$ cat config.mk
export PLATFORM = sky130hd
export DESIGN_NAME = mac_pipe_param
export DESIGN_NICKNAME = d
export VERILOG_FILES = /design/src/rtl/mac_pkg.sv /design/src/rtl/mac_mul_pipe.sv /design/src/rtl/mac_pipe_param.sv
export SDC_FILE = /design/constraint.sdc
export NUM_CORES = 1
export LEC_CHECK = 0
export CAP_MARGIN = 10
export CORE_MARGIN = 2
export CORE_UTILIZATION = 54
export DETAILED_ROUTE_END_ITERATION = 7
export HOLD_SLACK_MARGIN = 0.12
export PLACE_DENSITY = 0.75
export REMOVE_ABC_BUFFERS = 1
export SYNTH_ARGS = -nofsm -noshare
export SYNTH_HDL_FRONTEND = slang
export SYNTH_SLANG_ARGS = --single-unit
$ cat constraint.sdc
create_clock -name clk -period 6.7 [get_ports clk]
set_input_delay 1.34 -clock clk [delete_from_list [all_inputs] [get_ports clk]]
set_output_delay 1.34 -clock clk [all_outputs]
set_load 0.005 [all_outputs]
$ cat src/rtl/mac_pkg.sv
// mac_pkg: shared defaults, saturation bounds and pipeline tag type for the MAC.
package mac_pkg;
  localparam int DEF_IN_W = 8;
  localparam int DEF_ACC_W = 16;
  localparam int DEF_MUL_STAGES = 1;
  typedef struct packed {
    logic vld;
    logic clr;
  } tag_t;
  function automatic logic signed [63:0] sat_max(input int w);
    return (64'sd1 <<< (w - 1)) - 64'sd1;
  endfunction
  function automatic logic signed [63:0] sat_min(input int w);
    return -(64'sd1 <<< (w - 1));
  endfunction
endpackage

$ cat src/rtl/mac_mul_pipe.sv
// mac_mul_pipe: signed IN_W x IN_W multiplier with MUL_STAGES output registers; tag rides alongside.
module mac_mul_pipe
  import mac_pkg::*;
#(
  parameter int IN_W = DEF_IN_W,
  parameter int MUL_STAGES = DEF_MUL_STAGES
) (
  input  logic                     clk,
  input  logic                     reset,
  input  logic signed [IN_W-1:0]   i_a,
  input  logic signed [IN_W-1:0]   i_b,
  input  tag_t                     i_tag,
  output logic signed [2*IN_W-1:0] o_p,
  output tag_t                     o_tag
);
  logic signed [2*IN_W-1:0] r_p [MUL_STAGES];
  tag_t r_tag [MUL_STAGES];
  always_ff @(posedge clk) begin
    if (reset) begin
      for (int i = 0; i < MUL_STAGES; i++) begin
        r_p[i] <= '0;
        r_tag[i] <= '0;
      end
    end else begin
      r_p[0] <= (2*IN_W)'(i_a) * (2*IN_W)'(i_b);
      r_tag[0] <= i_tag;
      for (int i = 1; i < MUL_STAGES; i++) begin
        r_p[i] <= r_p[i-1];
        r_tag[i] <= r_tag[i-1];
      end
    end
  end
  assign o_p = r_p[MUL_STAGES-1];
  assign o_tag = r_tag[MUL_STAGES-1];
endmodule

$ cat src/rtl/mac_pipe_param.sv
// mac_pipe_param: pipelined signed MAC with per-sample clear and sticky overflow.
// Define MAC_SAT_EN to clamp the accumulator on overflow instead of wrapping.
module mac_pipe_param
  import mac_pkg::*;
#(
  parameter int IN_W = DEF_IN_W,
  parameter int ACC_W = DEF_ACC_W,
  parameter int MUL_STAGES = DEF_MUL_STAGES
) (
  input  logic                    clk,
  input  logic                    reset,
  input  logic signed [IN_W-1:0]  a,
  input  logic signed [IN_W-1:0]  b,
  input  logic                    valid_in,
  input  logic                    clear_in,
  output logic                    valid_out,
  output logic signed [ACC_W-1:0] f,
  output logic                    ovf
);
  if (ACC_W < 2*IN_W) begin : g_acc_w_chk
    $error("mac_pipe_param: ACC_W must be >= 2*IN_W");
  end
  if (MUL_STAGES < 1) begin : g_stage_chk
    $error("mac_pipe_param: MUL_STAGES must be >= 1");
  end
  logic signed [IN_W-1:0] r_a, r_b;
  tag_t r_tag, w_tag;
  logic signed [2*IN_W-1:0] w_p;
  logic signed [ACC_W-1:0] w_ext, w_next, r_f;
  logic signed [ACC_W:0] w_sum;
  logic w_ovf, r_vo, r_ovf;
  always_ff @(posedge clk) begin
    if (reset) begin
      r_a <= '0;
      r_b <= '0;
      r_tag <= '0;
    end else begin
      r_a <= a;
      r_b <= b;
      r_tag <= '{vld: valid_in, clr: clear_in & valid_in};
    end
  end
  mac_mul_pipe #(.IN_W(IN_W), .MUL_STAGES(MUL_STAGES)) u_mul (
    .clk(clk),
    .reset(reset),
    .i_a(r_a),
    .i_b(r_b),
    .i_tag(r_tag),
    .o_p(w_p),
    .o_tag(w_tag)
  );
  // One extra sum bit exposes signed overflow as a mismatch of the top two bits.
  assign w_ext = ACC_W'(w_p);
  assign w_sum = (ACC_W+1)'(r_f) + (ACC_W+1)'(w_ext);
  assign w_ovf = w_sum[ACC_W] ^ w_sum[ACC_W-1];
`ifdef MAC_SAT_EN
  localparam logic signed [ACC_W-1:0] SMAX = ACC_W'(sat_max(ACC_W));
  localparam logic signed [ACC_W-1:0] SMIN = ACC_W'(sat_min(ACC_W));
  assign w_next = w_ovf ? (w_sum[ACC_W] ? SMIN : SMAX) : w_sum[ACC_W-1:0];
`else
  assign w_next = w_sum[ACC_W-1:0];
`endif
  always_ff @(posedge clk) begin
    if (reset) begin
      r_f <= '0;
      r_vo <= 1'b0;
      r_ovf <= 1'b0;
    end else begin
      r_vo <= w_tag.vld;
      if (w_tag.vld) begin
        r_f <= w_tag.clr ? w_ext : w_next;
        r_ovf <= w_tag.clr ? 1'b0 : (r_ovf | w_ovf);
      end
    end
  end
  assign f = r_f;
  assign valid_out = r_vo;
  assign ovf = r_ovf;
endmodule

==> impl_metrics.csv, run 1 <==
group,metric,value,unit
setup_path,critPathTopFamily,"adder cells",
synthesis,synth_edf_count,0,
drt,wl,8840,um
cts,hold_buffers,0,
drt,wl_per_cell,13.3,um
drt,routed-via-count,3472,
timing,setup_tns,0,ps
cts,clock_latency,310,ps
synthesis,synth_top_area_cell,"fa_1",
pwr,p_leak,2.47,nW
setup_path,critical_path_class,"reg2reg",
job,cap_violations,0,
synthesis,yosys-top-cells-count,"83 x inv_1, 56 x fa_1, 54 x dfxtp_1",
setup_path,cp_slowest_cell,"fa_1",
synthesis,seq_area_frac_synth,0.223,
cts,clk_path_buf_depth,2,
die,rows,34,
synthesis,syn_inst,526,
cts,cts_tree,"done",
global_route,grt_pass1_wl,16100,um
cells_and_area,final_util,0.619,
setup_path,required,6870,ps
timing,worstMarginPinSlew,892,ps
pwr,power_frac_comb,0.362,
synthesis,ys_ff_latch,54,
outcome,status,"finished, final reports clean",
setup_path,rrSetupSlack,1980,ps
drt,drt-vias-per-instance,5.21,
pwr,clockPowerShare,0.208,
pwr,pwr-share-seq,0.430,
synthesis,async_reset_ff_frac,0,
cells_and_area,nets,680,
cts,postCtsSetupBuffers,0,
worst_hold_path,hold_start,"r_tag[0]",
global_route,antenna_found_initial,0,
timing,skew,6.29,ps
synthesis,synth.cell_area,4850,um2
timing,period_share,0.704,
setup_path,cp_slowest_stage_delay,540,ps
die,num_io_pins,38,
synthesis,avgSynthCellArea,9.22,um2
global_route,grt_pass1_vias,3660,
timing,hold_viol,0,
synthesis,ys_types,51,
drt,ant_nets,0,
synthesis,yosys.cell_count.top_type,"inv_1",
synthesis,synth_area_leaders,"fa_1 23%, dfxtp_1 22%, ha_1 12%",
cts,cts_resized,0,
worst_hold_path,min_delay_path_depth,1,
setup_path,worstPathArrival,4890,ps
die,core,8720,um2
cts,htree_num_levels,2,
setup_path,worst-path-max-fanout,8,
drt,dr.pass1.iters,4,
pwr,p_switching,0.305,mW
synthesis,yosys.area.top_type_share,0.231,
cells_and_area,n_antenna_cell,0,
pwr,p_int,0.570,mW
timing,min_period,4720,ps
setup_path,startpoint_type,"flip-flop",
setup_path,crit_chain,"clkinv_1, nor2_1, fa_1, fa_1, fa_1, inv_1, fa_1, inv_1, ha_1, and3_1, a2111o_1, a21o_1, a21oi_2, a21oi_1, xnor2_1, nor2_1",
timing,setup_viol,0,
setup_path,r2r_end,"u_mul.r_p[0][15]",
synthesis,yosys_warnings,0,
setup_path,crit_top_cell,"fa_1",
setup_path,reg2reg_depth,16,
global_route,grt_util_all_layers,0.199,
cells_and_area,area_growth,11.2,%
cells_and_area,drive_above_1_share,0.0358,
pwr,switching_share,0.348,
timing,max_slew_margin,0.406,
global_route,grt.overflow.total,0,
drt,drt_iter0_drc,46,
setup_path,endpoint_kind,"flip-flop",
die,fp.dieH,98.8,um
cts,cts_sinks,54,
setup_path,cp_num_buf_inv,3,
worst_hold_path,whs_endpoint,"u_mul.r_tag[0][0]",
worst_hold_path,worstHoldPathType,"reg2reg",
die,die_w,98.8,um
placed_design,hpwlAfterDp,7170,um
global_route,grt_max_degree,50,
pwr,p_per_area,162,nW/um2
cts,cts_buffers,5,
die,initial_core_util,0.556,
synthesis,ys.flop_type,"dfxtp_1",
timing,slew_violations,0,
cts,root_buffer,"clkbuf_8",
drt,drc,0,
timing,rsz0062_at_grt,"no",
timing,max_freq,0.212,GHz
cts,cts.reportedPaths.clkPinSlew,100,ps
setup_path,r2r-start,"r_b[7]",
pwr,peakVddDrop,119,uV
placed_design,numPortBuffers,37,
placed_design,place.gp.congestion,0.847,
die,dieArea,9760,um2
[cell type report]
| class | count | area (um2) |
|---|---|---|
| clock inverter | 2 | 13.8 |
| fill | 741 | 3320 |
| clock buffer | 5 | 68.8 |
| tap | 108 | 135 |
| sequential | 54 | 1080 |
| multi-input combinational | 376 | 3410 |
| inverter | 84 | 315 |
| timing repair buffer | 38 | 373 |
[how the worst max path moves through the flow]
| stage | from | depth (start not counted) | to | slack (ps) |
|---|---|---|---|---|
| final | r_b[7] | 16 | u_mul.r_p[0][15] | 1980 |
| after global routing | r_b[7] | 16 | u_mul.r_p[0][13] | 1650 |
| after CTS | r_b[7] | 16 | u_mul.r_p[0][15] | 1950 |
| after detailed placement | r_b[7] | 16 | u_mul.r_p[0][15] | 1970 |
| after global placement | r_b[7] | 16 | u_mul.r_p[0][15] | 2050 |
| after floorplan | r_b[7] | 16 | u_mul.r_p[0][15] | 2260 |
[logic make-up after synthesis]
family | Yosys count | synth area share
xor+xnor | 24 | 0.0433
fa+ha+maj | 101 | 0.347
buf+inv | 96 | 0.0743
compound gates | 85 | 0.133
flops | 54 | 0.223
simple gates | 163 | 0.173
mux | 3 | 0.00619
[power by group through the flow]
stage / logic, mW / clock network [mW] / registers, mW
2_1_floorplan: 0.244 / 0 / 0.376
3_3_place_gp: 0.308 / 0 / 0.382
3_5_place_dp: 0.317 / 0 / 0.384
4_1_cts: 0.320 / 0.188 / 0.376
5_1_grt: 0.366 / 0.199 / 0.381
6_report: 0.317 / 0.182 / 0.376
[through the flow]
| step | power, mW | setup WS, ps | hold slack (ps) | cell area [um2] | std cells |
|---|---|---|---|---|---|
| after floorplan | 0.620 | 2260 | 414 | 4810 | 514 |
| after CTS | 0.885 | 1950 | 451 | 5400 | 667 |
| after global placement | 0.690 | 2050 | 416 | 5320 | 660 |
| after global routing | 0.946 | 1650 | 461 | 5400 | 667 |
| final | 0.875 | 1980 | 446 | 5400 | 667 |
| after detailed placement | 0.700 | 1970 | 427 | 5320 | 660 |
[flip-flops by register name, summed over array words and instances (netlist names)]
register,flops
u_mul.r_tag,2
f,16
u_mul.r_p,16
valid_out,1
r_a,8
r_b,8
ovf,1
r_tag,2
[routing by layer]
metal  share of wire  vias up  global-route usage  routed length [um]
met5               0        -                   0                   0
met4          0.0083        0              0.0369                  73
met3           0.031        4              0.0213                 275
met2            0.51       68               0.367                4480
met1            0.45     1647               0.254                4010
li1                -     1753                   -                   -
[cell usage in the layout (no fill, tap or decap), types with 2 or more instances in the layout]
master / instances
a211oi_1: 7
a211oi_2: 2
a21o_1: 6
a21oi_1: 13
a311oi_1: 2
a31oi_1: 4
and2_1: 41
and3_1: 4
clkbuf_8: 5
clkdlybuf4s50_1: 36
dfxtp_1: 54
fa_1: 56
ha_1: 45
inv_1: 83
mux2i_1: 3
nand2_1: 37
nand2b_1: 4
nand3_1: 2
nand3b_1: 2
nand4_1: 2
nor2_1: 34
nor2b_1: 30
nor3_1: 2
o211a_1: 4
o211ai_1: 5
o21a_1: 3
o21ai_0: 13
o21ai_1: 6
o21bai_1: 2
o221ai_1: 2
o22ai_1: 2
o31ai_4: 2
or2_2: 2
xnor2_1: 15
xor2_1: 9
[worst reg2reg max path: cells and delay by family, from the launching register on]
| family | cells | cell delay (ps) |
|---|---|---|
| AO/OA/AOI/OAI | 4 | 920 |
| buffers and inverters | 3 | 310 |
| AND/OR/NAND/NOR | 3 | 470 |
| adder cells (fa/ha/maj) | 5 | 2370 |
| XOR/XNOR | 1 | 160 |
| flip-flops | 1 | 350 |
No activity file was read; power rests on OpenSTA's default activity.
==> run 2, diff against run 1 <==
clock period = 5 ns   (was 6.7 ns; I/O delays follow)
==> impl_metrics.csv, run 2 (synthesized netlist as in run 1, its figures left out) <==
group,metric,value,unit
pwr,p_leak,2.48,nW
cells_and_area,multi_input_area,3410,um2
setup_path,worstPathArrival,4810,ps
die,core,8720,um2
drt,wl_per_cell,12.9,um
cts,cts.reportedPaths.clkPinSlew,100,ps
cells_and_area,final_common_cell,"inv_1",
setup_path,crit_path_end,"u_mul.r_p[0][15]",
drt,drt_iter0_drc,99,
cells_and_area,register_area,1080,um2
cells_and_area,area_growth,11.6,%
timing,setup_viol,0,
die,dieArea,9760,um2
global_route,grt_util_all_layers,0.194,
timing,slew_violations,0,
timing,rsz0062_at_grt,"no",
placed_design,numPortBuffers,37,
worst_hold_path,hold_start,"r_tag[1]",
setup_path,r2r-start,"r_b[7]",
die,num_io_pins,38,
timing,max_freq,0.216,GHz
drt,routed-via-count,3445,
cells_and_area,n_antenna_cell,0,
die,initial_core_util,0.556,
cts,cts_resized,0,
placed_design,place.gp.congestion,0.913,
worst_hold_path,min_delay_path_depth,1,
setup_path,startpoint_type,"flip-flop",
cts,postCtsSetupBuffers,0,
cells_and_area,nFillCells,760,
cts,cts_sinks,54,
pwr,p_per_area,217,nW/um2
setup_path,r2r_end,"u_mul.r_p[0][15]",
setup_path,rrSetupSlack,370,ps
timing,hold_viol,0,
global_route,grt_pass1_wl,15700,um
die,die_w,98.8,um
drt,drc,0,
setup_path,worst-path-max-fanout,7,
die,fp.dieH,98.8,um
timing,skew,9.84,ps
die,rows,34,
timing,setup_tns,0,ps
setup_path,crit_start,"r_b[7]",
drt,wl,8670,um
cts,hold_buffers,0,
placed_design,hpwlAfterDp,7240,um
cells_and_area,layout_common_cells,"83 x inv_1, 56 x fa_1, 54 x dfxtp_1",
global_route,antenna_found_initial,0,
timing,period_share,0.925,
drt,drt-vias-per-instance,5.14,
cts,clk_path_buf_depth,2,
outcome,status,"finished, final reports clean",
timing,holdWs,443,ps
drt,ant_nets,0,
cts,clock_latency,310,ps
cts,cts_buffers,5,
pwr,peakVddDrop,109,uV
cts,cts_tree,"done",
global_route,grt_max_degree,50,
cells_and_area,nets,682,
timing,min_period,4630,ps
timing,worstMarginPinSlew,946,ps
global_route,grt.overflow.total,0,
timing,max_slew_margin,0.369,
setup_path,reg2reg_depth,17,
drt,dr.pass1.iters,4,
setup_path,critical_path_class,"reg2reg",
cells_and_area,drive_above_1_share,0.0391,
cts,htree_num_levels,2,
setup_path,required,5190,ps
cts,root_buffer,"clkbuf_8",
global_route,grt_pass1_vias,3549,
worst_hold_path,worstHoldPathType,"reg2reg",
setup_path,endpoint_kind,"flip-flop",
job,cap_violations,0,
run 2: final cells by class:
cell class,count,share of cell area
timing repair buffer,40,0.0716
inverter,84,0.0582
multi-input combinational,376,0.630
clock inverter,2,0.00254
clock buffer,6,0.0134
sequential,54,0.200
tap,108,0.0249
run 2: critical path: stages, from the launching register on:
cell and delay (ps):
dfxtp_1 370, clkinv_1 90, buf_4 170, fa_1 550
inv_1 60, fa_1 490, inv_1 50, fa_1 460
fa_1 550, inv_1 50, ha_1 340, and3_1 170
a2111o_1 440, a21o_1 200, a21oi_2 190, a21oi_1 110
xnor2_1 170, nor2_1 50
run 2: worst min path at each step:
stage / end
5_1_grt: u_mul.r_tag[0][0]
6_report: u_mul.r_tag[0][1]
2_1_floorplan: u_mul.r_tag[0][0]
3_5_place_dp: u_mul.r_tag[0][1]
3_3_place_gp: u_mul.r_tag[0][1]
4_1_cts: u_mul.r_tag[0][1]
run 2: metal layers:
| metal | GRT usage | part of all wire |
|---|---|---|
| met5 | 0 | 0 |
| met4 | 0.0379 | 0.0088 |
| met3 | 0.0270 | 0.027 |
| met2 | 0.356 | 0.49 |
| met1 | 0.245 | 0.47 |
run 2: per-stage QoR:
stage | total power, mW | cells | setup slack, ps | instance area, um2 | utilization
floorplan | 0.831 | 514 | 565 | 4810 | -
global placement | 0.926 | 662 | 470 | 5330 | 0.611
detailed placement | 0.941 | 662 | 379 | 5330 | 0.611
CTS | 1.18 | 670 | 371 | 5420 | 0.621
global route | 1.27 | 670 | 104 | 5420 | 0.621
finish | 1.17 | 670 | 373 | 5420 | 0.621
run 2: report_power, final:
part           leakage [nW]  switching (mW)  internal [mW]  total (mW)
sequential            0.445          0.0337          0.469       0.503
clock                0.0452           0.144         0.0993       0.243
combinational          1.99           0.228          0.199       0.427
